## config.mk

```make
export PLATFORM = sky130hd
export DESIGN_NAME = pluse_tick_gen
export DESIGN_NICKNAME = d
export VERILOG_FILES = /design/src/rtl/pluse_pkg.sv /design/src/rtl/pluse_div_stage.sv /design/src/rtl/pluse_tick_gen.sv
export SDC_FILE = /design/constraint.sdc
export NUM_CORES = 1
export LEC_CHECK = 0
export CORE_MARGIN = 2
export CORE_UTILIZATION = 51
export CTS_BUF_LIST = sky130_fd_sc_hd__clkbuf_8
export DETAILED_ROUTE_END_ITERATION = 16
export PLACE_DENSITY = 0.77
export SLEW_MARGIN = 10
export SYNTH_ARGS = -nofsm -noshare
export SYNTH_HDL_FRONTEND = slang
export SYNTH_SLANG_ARGS = --single-unit
```

## constraint.sdc

```tcl
create_clock -name clk_sys -period 2.1 [get_ports clk_sys]
set_clock_uncertainty 0.1 [all_clocks]
set_input_delay 0.21 -clock clk_sys [delete_from_list [all_inputs] [get_ports clk_sys]]
set_output_delay 0.21 -clock clk_sys [all_outputs]
set_load 0.01 [all_outputs]
```

## src/rtl/pluse_pkg.sv

```systemverilog
// Shared constants and types for the pluse tick generator.
// Defaults assume a 100 MHz clk_sys: 100 cycles per microsecond.
package pluse_pkg;

    localparam int DIV_RST_DEF   = 99;
    localparam int US_PER_MS_DEF = 1000;
    localparam int MS_PER_S_DEF  = 1000;

    // Counter width for a modulus n. Never returns 0, so a modulus of 1 or 2
    // still gets a legal 1-bit counter.
    function automatic int cnt_w(input int n);
        return (n <= 2) ? 1 : $clog2(n);
    endfunction

    localparam int US_CNT_W_DEF = cnt_w(US_PER_MS_DEF);
    localparam int MS_CNT_W_DEF = cnt_w(MS_PER_S_DEF);

    // Registered tick bundle driven by the top.
    typedef struct packed {
        logic s;
        logic ms;
        logic us;
    } pluse_t;

endpackage

```

## src/rtl/pluse_div_stage.sv

```systemverilog
// One modulo counter stage of the tick chain.
// With a positive modulus the stage counts 0..MOD-1 and the lim input is ignored.
// With a zero modulus the stage counts 0..lim (used for the cycle divider).
// wrap is combinational and is high on the increment that returns the count
// to 0, so stages chain directly wrap -> inc. clr wins over inc.
module pluse_div_stage #(
    parameter int MOD = 0,
    parameter int W   = 8
) (
    input  logic         clk_sys,
    input  logic         rst_n,
    input  logic         clr,
    input  logic         inc,
    input  logic [W-1:0] lim,
    output logic         wrap
);

    logic [W-1:0] cnt_q;
    logic [W-1:0] cnt_d;
    logic [W-1:0] term;

    assign term = (MOD == 0) ? lim : W'(MOD - 1);
    assign wrap = inc && !clr && (cnt_q == term);

    // Next count: clear, wrap back to zero, or step by one.
    always_comb begin
        cnt_d = cnt_q;
        if (clr) begin
            cnt_d = '0;
        end else if (inc) begin
            cnt_d = wrap ? '0 : cnt_q + 1'b1;
        end
    end

    // Count register with synchronous active-low reset.
    always_ff @(posedge clk_sys) begin
        if (!rst_n) begin
            cnt_q <= '0;
        end else begin
            cnt_q <= cnt_d;
        end
    end

endmodule

```

## src/rtl/pluse_tick_gen.sv

```systemverilog
// Microsecond / millisecond / second tick generator.
// A runtime-programmable cycle divider feeds two fixed-modulus stages; each
// stage wrap is registered into a one-cycle pulse so all three ticks are
// aligned on the same clock when they coincide. Loading a new divisor
// restarts the whole chain from zero.
module pluse_tick_gen
    import pluse_pkg::*;
#(
    parameter int DIV_W     = 8,
    parameter int DIV_RST   = DIV_RST_DEF,
    parameter int US_PER_MS = US_PER_MS_DEF,
    parameter int MS_PER_S  = MS_PER_S_DEF
) (
    input  logic             clk_sys,
    input  logic             rst_n,
    input  logic             en,
    input  logic             div_load,
    input  logic [DIV_W-1:0] div_us,
    output logic             pluse_us,
    output logic             pluse_ms,
    output logic             pluse_s,
    output logic [DIV_W-1:0] div_cur
);

    localparam int US_W = cnt_w(US_PER_MS);
    localparam int MS_W = cnt_w(MS_PER_S);

    logic [DIV_W-1:0] div_q;
    logic [DIV_W-1:0] div_d;
    pluse_t           pls_q;
    pluse_t           pls_d;

    logic inc_cyc;
    logic wrap_cyc;
    logic wrap_us;
    logic wrap_ms;

    // A load blocks counting in the same cycle; the new period starts after.
    assign inc_cyc = en && !div_load;

    pluse_div_stage #(
        .MOD (0),
        .W   (DIV_W)
    ) u_stage_cyc (
        .clk_sys (clk_sys),
        .rst_n   (rst_n),
        .clr     (div_load),
        .inc     (inc_cyc),
        .lim     (div_q),
        .wrap    (wrap_cyc)
    );

    pluse_div_stage #(
        .MOD (US_PER_MS),
        .W   (US_W)
    ) u_stage_us (
        .clk_sys (clk_sys),
        .rst_n   (rst_n),
        .clr     (div_load),
        .inc     (wrap_cyc),
        .lim     ('0),
        .wrap    (wrap_us)
    );

    pluse_div_stage #(
        .MOD (MS_PER_S),
        .W   (MS_W)
    ) u_stage_ms (
        .clk_sys (clk_sys),
        .rst_n   (rst_n),
        .clr     (div_load),
        .inc     (wrap_us),
        .lim     ('0),
        .wrap    (wrap_ms)
    );

    // Next divisor and tick bundle. Each wrap already implies the wrap of the
    // stage below it, so ms/s can only fire together with us.
    always_comb begin
        div_d    = div_load ? div_us : div_q;
        pls_d    = '0;
        pls_d.us = wrap_cyc;
        pls_d.ms = wrap_us;
        pls_d.s  = wrap_ms;
    end

    // Divisor and output tick registers; reset overrides load and enable.
    always_ff @(posedge clk_sys) begin
        if (!rst_n) begin
            div_q <= DIV_W'(DIV_RST);
            pls_q <= '0;
        end else begin
            div_q <= div_d;
            pls_q <= pls_d;
        end
    end

    assign pluse_us = pls_q.us;
    assign pluse_ms = pls_q.ms;
    assign pluse_s  = pls_q.s;
    assign div_cur  = div_q;

endmodule

```

==> Yosys cells after proc, flatten, opt, wreduce, memory -nomap -nowiden <==
Cells that the tools add are included.
{ "op_classes": {"n_reduce_logical": 9, "n_bitwise": 1, "add_sub_neg": 3, "eq_ne": 3, "n_mux": 3} }
{ "ops": {"columns": ["cell", "n"], "rows": [
  ["adder 10 x 1 -> 10 bit, second input constant", 2],
  ["equality test 10 bit, second input constant", 2],
  ["2-to-1 mux 10 bit", 2],
  ["adder 8 x 1 -> 8 bit, second input constant", 1],
  ["equality test 8 bit", 1],
  ["2-to-1 mux 8 bit", 1],
  ["logical AND 1 bit", 7],
  ["OR reduction 2 bit", 1],
  ["logical NOT 1 bit", 1],
  ["inverter 1 bit", 1]
]} }
{ "totals": {"out_inout_bits": 11, "regBits": 39, "elab_cells": 26, "in_bits": 12} }

==> Longest topological paths before layout <==
Gate-level depths: netlist of the first run.
{ "depth": {"word_depth": 9, "depth_mapped": 7, "depth_no_buf": 6} }

==> Hierarchy <==
A second synthesis of the first run with hierarchy kept.
{ "unflattened": {"cells_unflattened": 193, "area_unflattened_um2": 1849.3} }
{ "by_module_without_submodules": {"columns": ["mod", "area_per_inst_um2", "instances", "seq_area_each_um2", "cells_per_inst"], "rows": [
  ["pluse_div_stage at u_stage_ms ...", 501.7, 2, 200.2, 55],
  ["pluse_div_stage at u_stage_cyc", 460.4, 1, 160.2, 49],
  ["pluse_tick_gen", 385.4, 1, 220.2, 34]
]} }

==> Worst setup path before layout of the first run <==
OpenSTA, ideal clock, no wires.
{ "synth_path": {"path_type": "register to register", "startpoint": "register div_q[3], in the netlist div_cur[3]", "endpoint": "register u_stage_ms.cnt_q[6]", "synth_period_minus_slack_ns": 2.114, "path_stages_with_launch": 6, "required_time_ns": 1.930, "path_buffers": 0, "setup_ns": 0.070, "t_arrival_ns": 1.944, "setup_slack_ns": -0.014, "cell_sequence": "dfxtp_1 > xnor2_1 > nand4_4 > or4_4 > or4_1 > a21oi_1"} }
{ "synth_between": {"elab_chain_len": 7} }
{ "synth_lines": {"columns": ["element", "line_no", "text"], "rows": [
  ["start: declaration", "pluse_tick_gen.sv:28", "logic [DIV_W-1:0] div_q;"],
  ["start signal: assignment", "pluse_tick_gen.sv:90", "div_q <= DIV_W'(DIV_RST);"],
  ["start signal: assignment", "pluse_tick_gen.sv:93", "div_q <= div_d;"],
  ["equality test 8 bit *", "pluse_div_stage.sv:23", "assign wrap = inc && !clr && (cnt_q == term);"],
  ["logical AND 1 bit * (3 in series)", "pluse_div_stage.sv:23", null],
  ["logical AND 1 bit (2 in series)", "pluse_div_stage.sv:23", null],
  ["2-to-1 mux 10 bit", "pluse_div_stage.sv:31", "cnt_d = wrap ? '0 : cnt_q + 1'b1;"],
  ["end signal: assignment", "pluse_div_stage.sv:40", "cnt_q <= cnt_d;"],
  ["end: declaration", "pluse_div_stage.sv:18", "logic [W-1:0] cnt_q;"]
]} }
Mark *: on every way between the ends. The rest lies on a longest branch, timed or not.
A chain may end at the register's enable or synchronous reset.

==> Worst setup path in the final report of the first run <==
{ "layout_path": {"startpoint": "register div_q[1], in the netlist div_cur[1]", "endpoint": "register u_stage_ms.cnt_q[0]"} }
The elaborated chain is that of the path after synthesis.

==> flow_summary.yaml, run 1 <==
power:
  intPower_mw: 1.21
  swShare: 0.217
  share_seq_of_total_power: 0.494
  power_density_nw_per_um2: 605
  power_leakage_nw: 0.991
  power_frac_clock: 0.418
  p_switching_mw: 0.336
  pwr-share-comb: 0.088
  peakVddDrop_v: 0.000471
logic_synthesis:
  synth_top_area_share: 0.425
  synthCells: 208
  synth.area.top_cells: "dfxtp_1 42%, xnor2_1 6.2%, mux2i_1 4.9%, nor2_1 4.5%, a21oi_1 4.4%"
  yosys_warnings: 0
  netlist_area_sq_um: 1840
  yosysTopAreaCell: "dfxtp_1"
  syn_nets: 223
  synth-seq-cells: 39
  ys_seq_area_frac: 0.425
  post_synth_num_cell_types: 36
  avgSynthCellArea_sq_um: 8.84
worst_setup_path:
  worstSetupPathType: "reg2reg"
  crit_arrival_ps: 2160
  path_delay_family: "simple AND/OR/NAND/NOR gates"
  cp.required_ps: 2220
  cp_num_buf_inv: 1
  slowest_delay_ps: 550
  slowest_stage: "or4_4"
  crit_path_start_kind: "flop"
  worstPathMaxFanout: 7
  cp-end-kind: "flop"
  cp_cell_sequence: "xnor2_4, nand4_4, or4_4, buf_6, or3_1, a21oi_1"
die:
  row_count: 21
  die_w_microns: 64.0
  coreArea_sq_um: 3390
  design.die.area_sq_um: 4100
  initial_utilization: 0.542
  die_h_microns: 64.0
  io_pins: 23
finish:
  final_nets: 277
  final_cell_mix: "29 x buf_4, 28 x dfxtp_1, 22 x nor2_1"
  final_common_cell: "buf_4"
  diodes: 0
  drive_above_1_share: 0.243
  layout.cells.non_filler: 309
  area_growth_pct: 39.1
  final_util: 0.755
  postLayoutCellArea_sq_um: 2560
detailed_routing:
  topRoutingLayerUsed: "met4"
  routed_via_density: 5.47
  drt_wl_total_mm: 4.51
  met2WireLength_mm: 2.14
  routedWlPerCell_microns: 14.6
  first_pass_iters: 4
  drtIter0Drc: 114
  wl_met1_mm: 2.09
  drtAntennaViolNets: 0
  dr_total_vias: 1689
  met3_length_microns: 181
  drc: 0
clock_tree:
  clockRootBuffer: "clkbuf_8"
  clkLatencyLatePin_ps: 300
  cts_max_level: 2
  clk_pin_slew_worst_paths_ps: 80
  cts.sinks: 39
  cts_tree: "built"
  numCtsBuffers: 5
  ctsHoldBuffers: 0
  cts_buffer_depth: 2
placement:
  placedCellCount: 297
  port_buffers: 22
  hpwlAfterDp_mm: 3.04
  gp_congestion: 0.893
  dpl_worst_slack_ps: -332
  placed_cell_area_sq_um: 2320
global_route:
  antenna_found_initial: 0
  grt_max_degree: 13
  grt_pass1_vias: 1543
  grt_overflow: 0
  grt.total_usage: 0.235
  grt_pass1_wl_mm: 7.45
timing:
  finalSetupViolations: 0
  tightest_slew_ps: 513
  fmax_mhz: 491
  timing.final.ws_setup_ps: 62.7
  timing.final.crit_share: 0.970
  finalMaxSlewViolations: 0
  max-slew-margin-rel: 0.658
  hold_viol: 0
  tns_ps: 0
  fin_crit_ps: 2040
worst_hold_path:
  min_path_type: "in2reg"
run_status:
  status: "finished, final reports clean"
job:
  cap_viol_max_count: 0
[flip-flops by register name, summed over array words and instances (netlist names)]
name               count
u_stage_us.cnt_q      10
u_stage_cyc.cnt_q      8
pluse_us               1
pluse_ms               1
pluse_s                1
div_cur                8
u_stage_ms.cnt_q      10
[area by class of cell]
type                       instances  area [sq um]
clock buffer                       6          82.6
tap                               46          57.6
fill                             231           832
inverter                           3          11.3
multi-input combinational        160          1100
timing repair buffer              53           474
clock inverter                     2          35.0
sequential                        39           797
[what timing repair did]
item	in CTS	in global routing
setup buffers	1	3
endpoints found under the setup margin	2	5
gates resized for setup	8	17
pin swaps	1	6
hold endpoints to repair	0	0
[worst paths after layout]
kind                            slack, ps  cells after the start                                 to                        startpoint
worst max register to register         60                      6   u_stage_ms.cnt_q[0]$_SDFFE_PP0N_           div_cur[1]$_SDFFE_PN1P_
worst min register to register        380                      2   u_stage_ms.cnt_q[1]$_SDFFE_PP0N_  u_stage_ms.cnt_q[1]$_SDFFE_PP0N_
worst min-delay path                  290                      4  u_stage_cyc.cnt_q[1]$_SDFFE_PP0P_                                en
worst max-delay path                   60                      6   u_stage_ms.cnt_q[0]$_SDFFE_PP0N_           div_cur[1]$_SDFFE_PN1P_
[worst reg2reg max path, stage by stage, from the launching register on]
cell and delay (ps):
dfxtp_4 370, xnor2_4 180, nand4_4 140, or4_4 550
buf_6 150, or3_1 340, a21oi_1 140
[Yosys cell counts (all sizes together)]
cell type and number:
dfxtp 39, nor2 22, a21oi 16, nand2 16, xnor2 13, nand3 10, mux2i 9, nor4 8
o21ai 8, nand4 7, and3 6, xor2 6, and2 5, clkbuf 5, or3 5, and4 4
ha 3, inv 3, nand2b 3, nand4b 3, or4 3, nand3b 2, a211oi 1, a21boi 1
a31oi 1, and2b 1, buf 1, nor3 1, nor3b 1, o211a 1, o21a 1, o31ai 1
o41ai 1, or4b 1
[cells by family (layout without fill, tap and decap cells)]
| group | Yosys count | count (layout) | synth area share |
|---|---|---|---|
| buffers and inverters | 9 | 64 | 0.0184 |
| XOR/XNOR | 19 | 19 | 0.0905 |
| multiplexers | 9 | 9 | 0.0490 |
| AND/OR/NAND/NOR | 98 | 98 | 0.302 |
| adder cells (fa/ha/maj) | 3 | 3 | 0.0204 |
| AO/OA/AOI/OAI | 31 | 31 | 0.0953 |
| flip-flops | 39 | 39 | 0.425 |
[through the flow]
stage                     power [mW]  hold slack, ps
after detailed placement       0.905             364
after CTS                       1.55             378
after floorplan                0.830             172
final                           1.55             287
after global routing            1.60             299
after global placement         0.902             357
[per-layer routing]
metal / global-route usage / vias to the layer above
li1: - / 858
met1: 0.322 / 781
met2: 0.354 / 41
met3: 0.0546 / 9
met4: 0.0951 / 0
met5: 0 / -
[power groups by stage]
stage          combinational, mW  clock [mW]  sequential, mW
5_1_grt                    0.145       0.690           0.766
3_5_place_dp               0.126           0           0.779
6_report                   0.136       0.647           0.764
4_1_cts                    0.129       0.656           0.762
3_3_place_gp               0.124           0           0.778
2_1_floorplan             0.0494           0           0.781
(Power assumes the default switching activity.)
==> inputs of run 2 (changes only) <==
Settings changed: REMOVE_ABC_BUFFERS set to 1.
==> run 2 against run 1 <==
  * Clock power shrank 14%
  * Worst hold slack lost 32 ps
  * Via count grew 0.77%
  * Sequential cell count is the same
  * Combinational power shrank 3%
  * Critical path depth shrank 1
  * Sequential share of layout area grew 0.49 points
  * Register-to-register slack lost 20 ps
  * Wire length grew 0.89%
  * Maximum frequency shrank 0.86%
==> flow_summary.yaml, run 2 (synthesis results as in run 1) <==
finish:
  final_nets: 274
  fillers: 228
  reg_top3: "u_stage_ms.cnt_q: 10 flops, u_stage_us.cnt_q: 10 flops"
  final_cell_mix: "35 x dfxtp_1, 26 x buf_4, 22 x nor2_1"
  layout.cells.non_filler: 306
  diodes: 0
  drive_above_1_share: 0.196
  area_growth_pct: 35.1
  final_common_cell: "dfxtp_1"
die:
  initial_utilization: 0.542
  io_pins: 23
  die_h_microns: 64.0
  row_count: 21
  die_w_microns: 64.0
  coreArea_sq_um: 3390
  design.die.area_sq_um: 4100
global_route:
  grt_pass1_wl_mm: 7.82
  grt_overflow: 0
  grt_max_degree: 13
  antenna_found_initial: 0
  grt_pass1_vias: 1712
  grt.total_usage: 0.247
timing:
  tightest_slew_ps: 521
  hold_ws_ps: 255
  finalMaxSlewViolations: 0
  finalSetupViolations: 0
  max-slew-margin-rel: 0.653
  fmax_mhz: 487
  fin_crit_ps: 2050
  timing.final.crit_share: 0.978
  hold_viol: 0
worst_setup_path:
  worstSetupPathType: "reg2reg"
  worstPathMaxFanout: 3
  crit_path_start_kind: "flop"
  cp.required_ps: 2230
  crit_arrival_ps: 2190
  cp-end-kind: "flop"
power:
  power_leakage_nw: 0.963
  power_density_nw_per_um2: 586
  peakVddDrop_v: 0.000437
detailed_routing:
  first_pass_iters: 4
  drtAntennaViolNets: 0
  routedWlPerCell_microns: 14.9
  drt_wl_total_mm: 4.55
  drtIter0Drc: 109
  dr_total_vias: 1702
  routed_via_density: 5.56
  drc: 0
clock_tree:
  cts_max_level: 2
  ctsHoldBuffers: 0
  cts_tree: "built"
  numCtsBuffers: 5
  clockRootBuffer: "clkbuf_8"
  post_cts_buffers: 0
  clk_pin_slew_worst_paths_ps: 70
  clkLatencyLatePin_ps: 300
  cts_buffer_depth: 2
  cts.sinks: 39
placement:
  hpwlAfterDp_mm: 3.13
  placedCellCount: 298
  gp_congestion: 0.845
  port_buffers: 22
worst_hold_path:
  min_path_type: "in2reg"
run_status:
  status: "finished, final reports clean"
job:
  cap_viol_max_count: 0
[run 2: critical path: stages (launching register included)]
cell,delay [ps]
dfxtp_1,340
xnor2_2,220
nand4_4,120
or4_4,540
or4_1,520
a21oi_1,140
[run 2: metal layers]
metal	track usage	routed length, microns	up-vias
li1	-	-	855
met1	0.309	2100	788
met2	0.398	2140	52
met3	0.0634	223	7
met4	0.109	90	0
met5	0	0	-
[run 2: where the power goes]
part	total, mW	switching [mW]	internal [mW]	leakage (nW)
Combinational	0.132	0.0578	0.0738	0.590
Clock	0.559	0.264	0.295	0.0557
Sequential	0.763	0.0130	0.750	0.318
Total	1.45	0.335	1.12	0.963
[run 2: worst paths after layout]
check                                 endpoint  slack [ps]  cells after the start                              start
min reg2reg   u_stage_ms.cnt_q[1]$_SDFFE_PP0N_         390                      2   u_stage_ms.cnt_q[1]$_SDFFE_PP0N_
max reg2reg   u_stage_ms.cnt_q[6]$_SDFFE_PP0N_          50                      5  u_stage_cyc.cnt_q[6]$_SDFFE_PP0P_
min          u_stage_cyc.cnt_q[0]$_SDFFE_PP0P_         250                      4                                 en
max           u_stage_ms.cnt_q[6]$_SDFFE_PP0N_          50                      5  u_stage_cyc.cnt_q[6]$_SDFFE_PP0P_
[run 2: layout make-up]
type | instances | area (sq um) | share of cell area
Inverter | 3 | 11.3 | 0.00454
Tap cell | 46 | 57.6 | 0.0232
Clock buffer | 7 | 96.3 | 0.0388
Sequential cell | 39 | 786 | 0.317
Multi-Input combinational cell | 160 | 1080 | 0.433
Clock inverter | 1 | 3.75 | 0.00151
Timing Repair Buffer | 50 | 452 | 0.182
[run 2: timing repair]
action	in CTS	in global routing
pin swaps	0	2
setup endpoints to repair	2	10
resized for setup	4	15
[run 2: stage by stage]
stage	power [mW]	cell area (sq um)	TNS (ps)	setup WS [ps]	util
4_1_cts	1.46	2440	0	3.93	0.720
2_1_floorplan	0.824	1820	-89.6	-73.9	-
3_3_place_gp	0.901	2320	-2850	-237	0.683
3_5_place_dp	0.904	2320	-3480	-276	0.683
5_1_grt	1.50	2480	-0.375	-0.375	0.732
6_report	1.45	2480	0	45.2	0.732
